[src/rtl/line_clear_ctrl.sv]
// Row-clear sequencer: finds the top-most full row, issues one shift per full row,
// waits for the board ack, re-scans, and reports the number of lines cleared.
//
// state    | meaning
// ---------+--------------------------------------------------------------
// S_IDLE   | waiting for start
// S_SCAN   | pick top-most full row or finish
// S_WAIT   | shift_req held, waiting for shift_done or timeout
// S_SETTLE | let rowfull reflect the applied shift before re-scanning
// S_DONE   | one-cycle done pulse, lines_cleared published
module line_clear_ctrl #(
  parameter int ROWS        = 23,
  parameter int MAX_CLEAR   = 4,
  parameter int SETTLE_CYC  = 1,
  parameter int ACK_TIMEOUT = 255
) (
  input  logic            clk,
  input  logic            rst,
  input  logic            start,
  input  logic [ROWS-1:0] rowfull,
  output logic            shift_req,
  output logic [ROWS-1:0] shift_mask,
  input  logic            shift_done,
  output logic            busy,
  output logic            done,
  output logic [2:0]      lines_cleared,
  output logic [15:0]     total_lines,
  output logic            err
);

  localparam int IW = (ROWS > 1) ? $clog2(ROWS) : 1;
  localparam int TW = $clog2(ACK_TIMEOUT + 1);
  localparam int SW = (SETTLE_CYC > 1) ? $clog2(SETTLE_CYC) : 1;
  localparam logic [2:0]    MAX_C       = 3'(MAX_CLEAR);
  localparam logic [TW-1:0] TMO_LAST    = TW'(ACK_TIMEOUT - 1);
  localparam logic [SW-1:0] SETTLE_LAST = SW'((SETTLE_CYC > 0) ? SETTLE_CYC - 1 : 0);

  typedef enum logic [2:0] {S_IDLE, S_SCAN, S_WAIT, S_SETTLE, S_DONE} state_t;

  state_t          state;
  logic [2:0]      count;
  logic [TW-1:0]   tmo_cnt;
  logic [SW-1:0]   settle_cnt;
  logic            row_found;
  logic [IW-1:0]   top_idx;
  logic [ROWS-1:0] scan_mask;

  // Lowest index wins: scan from the bottom so the last hit is the top-most row.
  always_comb begin
    row_found = 1'b0;
    top_idx   = '0;
    for (int i = ROWS - 1; i >= 0; i--) begin
      if (rowfull[i]) begin
        row_found = 1'b1;
        top_idx   = IW'(i);
      end
    end
  end

  always_comb begin
    scan_mask = '0;
    for (int i = 0; i < ROWS; i++) begin
      scan_mask[i] = (IW'(i) <= top_idx);
    end
  end

  always_ff @(posedge clk or posedge rst) begin
    if (rst) begin
      state         <= S_IDLE;
      count         <= '0;
      tmo_cnt       <= '0;
      settle_cnt    <= '0;
      shift_req     <= 1'b0;
      shift_mask    <= '0;
      busy          <= 1'b0;
      done          <= 1'b0;
      lines_cleared <= '0;
      total_lines   <= '0;
      err           <= 1'b0;
    end else begin
      done <= 1'b0;
      case (state)
        S_IDLE: begin
          if (start) begin
            state <= S_SCAN;
            busy  <= 1'b1;
            count <= '0;
            err   <= 1'b0;
          end
        end
        S_SCAN: begin
          if (row_found && (count < MAX_C)) begin
            shift_mask <= scan_mask;
            shift_req  <= 1'b1;
            tmo_cnt    <= '0;
            state      <= S_WAIT;
          end else begin
            done          <= 1'b1;
            lines_cleared <= count;
            state         <= S_DONE;
          end
        end
        S_WAIT: begin
          // Ack has priority over a timeout landing on the same edge.
          if (shift_done) begin
            shift_req  <= 1'b0;
            count      <= count + 3'd1;
            settle_cnt <= '0;
            if (total_lines != 16'hFFFF) total_lines <= total_lines + 16'd1;
            state <= (SETTLE_CYC == 0) ? S_SCAN : S_SETTLE;
          end else if (tmo_cnt == TMO_LAST) begin
            shift_req     <= 1'b0;
            err           <= 1'b1;
            done          <= 1'b1;
            lines_cleared <= count;
            state         <= S_DONE;
          end else begin
            tmo_cnt <= tmo_cnt + TW'(1);
          end
        end
        S_SETTLE: begin
          if (settle_cnt == SETTLE_LAST) state <= S_SCAN;
          else settle_cnt <= settle_cnt + SW'(1);
        end
        S_DONE: begin
          busy  <= 1'b0;
          state <= S_IDLE;
        end
        default: state <= S_IDLE;
      endcase
    end
  end

endmodule

[config.mk]
export PLATFORM = sky130hd
export DESIGN_NAME = line_clear_ctrl
export DESIGN_NICKNAME = d
export VERILOG_FILES = /design/src/rtl/line_clear_ctrl.sv
export SDC_FILE = /design/constraint.sdc
export NUM_CORES = 1
export LEC_CHECK = 0
export CORE_MARGIN = 2
export CORE_UTILIZATION = 25
export CTS_BUF_LIST = sky130_fd_sc_hd__clkbuf_2
export DETAILED_ROUTE_END_ITERATION = 8
export HOLD_SLACK_MARGIN = 0.02
export MAX_ROUTING_LAYER = met4
export SYNTH_ARGS = -nofsm -noshare
export SYNTH_HDL_FRONTEND = slang
export SYNTH_SLANG_ARGS = --single-unit
export TNS_END_PERCENT = 5
[constraint.sdc]
create_clock -name clk -period 2.45 [get_ports clk]
set_clock_uncertainty 0.1 [all_clocks]
set_input_delay 0.3675 -clock clk [delete_from_list [all_inputs] [get_ports clk]]
set_output_delay 0.3675 -clock clk [all_outputs]
set_load 0.02 [all_outputs]
==> flow_summary.ini, run 1 <==
[run_status]
run_status = complete, no violations

[final_layout]
layout-drive-gt1-share_pct = 15.8
final_cell_mix = 68 x clkdlybuf4s50_1, 60 x dfrtp_1, 48 x buf_4
fin_area_um2 = 4270
stdcell_count = 585
area_growth_pct = 46.2
diodes = 0
layout.nets = 469
final_common_cell = clkdlybuf4s50_1

[floorplanning]
coreArea_um2 = 11400
die_w_um = 112
io_pins = 73
die_h_um = 112
die_area_um2 = 12600
initial_utilization_pct = 25.6
rows = 39

[flow_run]
maxCapViolations = 0

[cts]
clk_latency_ns = 0.45
clk_pin_slew_ns = 0.17
htree_num_levels = 3
clock_sinks = 60
cts_tree = done
postCtsSetupBuffers = 0
cts_buffer_depth = 2
hold_buffers = 0
root_buffer = clkbuf_2
cts_buffers = 9

[place]
placed_cell_area_um2 = 4180
hpwl_mm = 5.82
dp.cells = 570
portBuffers = 72
place_congestion = 0.800

[timing]
worstMarginPinSlew_ns = 0.566
fmax_mhz = 420
finalMaxSlewViolations = 0
hold_viol_final = 0
holdWs_ns = 0.0920
finalSetupViolations = 0
slew_headroom_pct = 62.0
period_share_pct = 97.2
rsz0062_at_grt = no
finalCriticalPeriod_ns = 2.38

[critical_path]
worstSetupEndpointType = register
critical_path_class = input port to register
crit_arrival_ns = 2.68
cp_max_fo = 6
critPathLaunchType = input port
worstPathRequired_ns = 2.75
reg2regPathDepth = 5

[synthesis]
netlist-cell-type-count = 48
synthCells = 313
synth_edf_count = 0
async_reset_ff_share_pct = 100
synth_nets = 344
yosysWarnings = 0
netlist_area_um2 = 2920
synth-seq-area-share_pct = 51.4
ys.flop_type = dfrtp_1
syn_avg_cell_area_um2 = 9.34
ys_seq_elements = 60

[global_routing]
grt_max_degree = 43
grt_pass1_wl_mm = 12.4
grt_pass1_vias = 2743
overflow = 0
antenna_found_initial = 0
grt_usage_pct = 12.4

[routing]
first_iter_violations = 127
drc_errors = 0
wl_met3_um = 378
drt-total-wl_mm = 7.34
drtPass1Iterations = 4
wl_met2_mm = 3.51
wire_per_inst_um = 12.5
highest_layer = met4
vias = 2714
ant_nets = 0
met1_length_mm = 3.36
vias_per_cell = 4.64

[power]
p_leak_nw = 1.91
peakVddDrop_v = 0.000487
power.density_nw_per_um2 = 774
finalPower_w = 0.00331

[hold_path]
hold_path_class = input port to async pin
[worst paths after layout]
check / start / slack [ns] / endpoint
worst max-delay path: rowfull[16] / 0.07 / lines_cleared[2]$_DFFE_PP0P_
worst min-delay path: rst / 0.09 / total_lines[10]$_DFFE_PP0P_
worst max register to register: total_lines[5]$_DFFE_PP0P_ / 0.28 / total_lines[1]$_DFFE_PP0P_
worst min register to register: shift_mask[0]$_DFFE_PP0P_ / 0.39 / shift_mask[0]$_DFFE_PP0P_
max in group asynchronous: rst / 1.59 / lines_cleared[0]$_DFFE_PP0P_
min in group clk: shift_mask[0]$_DFFE_PP0P_ / 0.39 / shift_mask[0]$_DFFE_PP0P_
[per-stage QoR]
stage | util (%) | setup slack (ns) | TNS (ns)
final | 37.4 | 0.0698 | 0
after global routing | 37.4 | 0.00148 | 0
after CTS | 37.4 | 0.0131 | 0
after detailed placement | 36.6 | -0.526 | -14.74
after global placement | 36.6 | -0.499 | -13.96
after floorplan | - | 0.00253 | 0
[logic make-up (layout without fill, tap and decap cells)]
group	after synthesis	count (layout)	share of synthesized area [%]
buffers and inverters	18	147	2.35
and+or+nand+nor	148	148	24.2
DFF	60	60	51.4
xor gates and xnor gates	17	17	5.09
AOI/OAI and AO/OA	64	64	14.5
adders and majority gates	4	4	1.71
muxes	2	2	0.728
[registers in the layout, summed over array words and instances (netlist names)]
register	cells
state	3
tmo_cnt	8
busy	1
total_lines	16
err	1
shift_mask	23
shift_req	1
done	1
lines_cleared	3
count	3
[final cells by class]
| class | count | area (um2) |
|---|---|---|
| fillers | 1188 | 7140 |
| clock buffers | 10 | 50.0 |
| repair buffers | 121 | 1100 |
| multi-input cells | 235 | 1350 |
| inverters | 11 | 41.3 |
| flip-flops and latches | 60 | 1500 |
| well taps | 143 | 179 |
| clock inverters | 5 | 53.8 |
[cells in the mapped netlist, types with 2 or more instances]
cell type  number  area [um2]
o31ai_1         5        37.5
nand2_1        46         173
or3_1           2        12.5
nor4_1          7        43.8
nand4_1         5        31.3
o21ai_0        13        65.1
xor2_1          9        78.8
inv_1          10        37.5
a21oi_1        16        80.1
nand2b_1        4        25.0
a21boi_0        2        15.0
and2_1          4        25.0
a211o_1         2        17.5
and4_1          3        26.3
o211ai_1        5        37.5
or4_4           2        22.5
clkbuf_1        5        18.8
nor3_1          9        45.0
dfrtp_1        60        1500
ha_1            4        50.1
and3_1          5        31.3
nand3_1        16        80.1
a211oi_1        2        15.0
xnor2_1         8        70.1
a22o_1          3        26.3
a2111o_1        2        22.5
nor2b_1         2        12.5
a31oi_1         4        25.0
nor2_1         39         146
[critical path, stage by stage]
cell	delay [ns]
dlygate4sd2_1	0.25
or4_4	0.54
or4_4	0.49
or3_4	0.37
a2111o_1	0.46
inv_2	0.09
nand2_1	0.06
nand2_1	0.06
[metal layers]
layer	up-vias	GRT usage [%]
li1	1371	-
met1	1277	15.1
met2	60	20.2
met3	6	2.65
met4	0	4.88
met5	-	-
[power by group]
| group | total (W) | leakage (nW) | switching, W | internal (W) |
|---|---|---|---|---|
| Clock | 0.000587 | 0.0614 | 0.000358 | 0.000229 |
| Combinational | 0.00135 | 1.06 | 0.000728 | 0.000625 |
| Sequential | 0.00137 | 0.790 | 0.000174 | 0.00119 |
[timing repair]
item,CTS,global route
endpoints found under the hold margin,0,0
resized for setup,4,0
pin swaps,4,2
setup endpoints to repair,2,3
(Power assumes the default switching activity.)
==> inputs of run 2 (changes only) <==
clock period = 2.2 ns   (was 2.45 ns; I/O delays follow)
==> flow_summary.ini, run 2 (synthesis gave the netlist of run 1 again) <==
[final_layout]
regArea_um2 = 1500
post-route-util_pct = 37.9
final_common_cell = clkdlybuf4s50_1
fillers = 1166
fin_area_um2 = 4330
layout-drive-gt1-share_pct = 18.0
layout.nets = 476
multi_input_area_um2 = 1350
final_cell_mix = 68 x clkdlybuf4s50_1, 60 x dfrtp_1, 55 x buf_4
top_register = shift_mask
reg_top3 = shift_mask (23), total_lines (16), tmo_cnt (8)
area_growth_pct = 48.2
stdcell_count = 594
largest_reg_flops = 23

[routing]
vias = 2779
ant_nets = 0
wl_met3_um = 348
wl_met2_mm = 3.65
wire_per_inst_um = 13.0
drc_errors = 0
vias_per_cell = 4.68
highest_layer = met4
drtPass1Iterations = 5
drt-total-wl_mm = 7.74
met1_length_mm = 3.56
first_iter_violations = 107

[timing]
setup_slack_ns = 0.111
tns_ns = 0
slew_headroom_pct = 75.0
hold_viol_final = 0
period_share_pct = 94.9
finalMaxSlewViolations = 0
rsz0062_at_grt = no
fmax_mhz = 479
finalCriticalPeriod_ns = 2.09
worstMarginPinSlew_ns = 0.372
finalSetupViolations = 0

[critical_path]
crit_chain = clkdlybuf4s50_1, nor4_1, buf_4, nand2_1, or3_4, a2111o_1, inv_2, nand2_1, nand2_1
critPathTopFamily = simple AND/OR/NAND/NOR gates
path_buf_inv = 3
cp_max_fo = 6
regToRegStartpoint = total_lines[8]$_DFFE_PP0P_
r2r_slack_ns = 0.14
cp_slowest_cell = a2111o_1
crit_arrival_ns = 2.42
worstSetupEndpointType = register
reg2reg_to = total_lines[7]$_DFFE_PP0P_
reg2regPathDepth = 6
crit_top_cell = nand2_1
critical_path_class = input port to register
worstPathRequired_ns = 2.53
critPathLaunchType = input port
slowest_delay_ns = 0.47

[floorplanning]
die_w_um = 112
die_area_um2 = 12600
die_h_um = 112
coreArea_um2 = 11400
rows = 39
io_pins = 73
initial_utilization_pct = 25.6

[global_routing]
grt_max_degree = 61
antenna_found_initial = 1
grt_pass1_wl_mm = 13.0
grt_usage_pct = 13.1
overflow = 0
grt_pass1_vias = 2786

[place]
place_congestion = 0.804
placed_cell_area_um2 = 4210
portBuffers = 72
dp_slack_ns = -0.800
hpwl_mm = 5.81
dp.cells = 575

[cts]
cts_buffers = 9
clock_sinks = 60
root_buffer = clkbuf_2
clk_latency_ns = 0.49
cts_tree = done
hold_buffers = 0
htree_num_levels = 3
cts_buffer_depth = 2
clk_pin_slew_ns = 0.19

[power]
pwr-share-seq_pct = 41.0
switchingPower_w = 0.00143
power.density_nw_per_um2 = 864
peakVddDrop_v = 0.000428
pwr-share-clk_pct = 17.4
netSwitchingFraction_pct = 38.3
combPwrFrac_pct = 41.7
p_leak_nw = 1.96
p_int_w = 0.00231

[run_status]
run_status = complete, no violations

[flow_run]
maxCapViolations = 0

[hold_path]
hold_path_class = input port to async pin
==> run 2: changes by cell type in the layout (fill, tap and decap cells not counted), sizes merged <==
cell,delta
dlygate4sd2,-4
clkinvlp,-2
clkbuf,-1
diode,+1
buf,+10
clkdlybuf4s15,+1
clkinv,+4
==> run 2: power groups by stage <==
stage / Sequential, W / Clock [W] / Combinational, W
5_1_grt: 0.00157 / 0.000723 / 0.00171
2_1_floorplan: 0.00171 / 0 / 0.000641
4_1_cts: 0.00153 / 0.000671 / 0.00158
3_3_place_gp: 0.00155 / 0 / 0.00152
6_report: 0.00153 / 0.000650 / 0.00156
3_5_place_dp: 0.00156 / 0 / 0.00156
==> run 2: layout make-up <==
class	instances	share of cell area (%)
Sequential cell	60	34.7
Clock inverter	7	1.33
Tap cell	143	4.13
Timing Repair Buffer	128	26.6
Inverter	11	0.953
Antenna cell	1	0.0578
Clock buffer	9	1.04
Multi-Input combinational cell	235	31.3
==> run 2: stage by stage <==
step / total power, W / hold slack [ns]
after global placement: 0.00307 / 0.361
after CTS: 0.00378 / 0.0625
after global routing: 0.00400 / 0.110
after detailed placement: 0.00312 / 0.363
after floorplan: 0.00235 / 0.359
final: 0.00374 / 0.0811
==> run 2: repair_timing <==
| action | CTS | global route |
|---|---|---|
| endpoints found under the setup margin | 31 | 3 |
| gates resized for setup | 17 | 0 |
| gates cloned | 0 | 0 |
| setup buffers | 2 | 0 |
| pin swaps | 5 | 3 |
==> run 2: worst max path at each step <==
stage / startpoint / end / depth (start not counted)
after floorplan: rowfull[19] / lines_cleared[1]$_DFFE_PP0P_ / 6
after global placement: rowfull[19] / tmo_cnt[1]$_DFFE_PP0P_ / 7
after detailed placement: rowfull[19] / tmo_cnt[1]$_DFFE_PP0P_ / 7
after CTS: rowfull[19] / lines_cleared[0]$_DFFE_PP0P_ / 8
after global routing: rowfull[15] / lines_cleared[0]$_DFFE_PP0P_ / 8
final: rowfull[11] / lines_cleared[0]$_DFFE_PP0P_ / 9
==> run 2: per-layer routing <==
layer | global-route usage, % | vias to the layer above
met2 | 20.7 | 58
li1 | - | 1392
met3 | 2.43 | 17
met1 | 16.1 | 1312
met4 | 6.91 | 0
met5 | - | -
==> run 2: worst reg2reg max path, delay by kind of cell (launching register included) <==
kind / cells / cell delay (ns)
AO/OA/AOI/OAI: 1 / 0.48
XOR/XNOR: 1 / 0.16
AND/OR/NAND/NOR: 4 / 0.81
flip-flops: 1 / 0.45
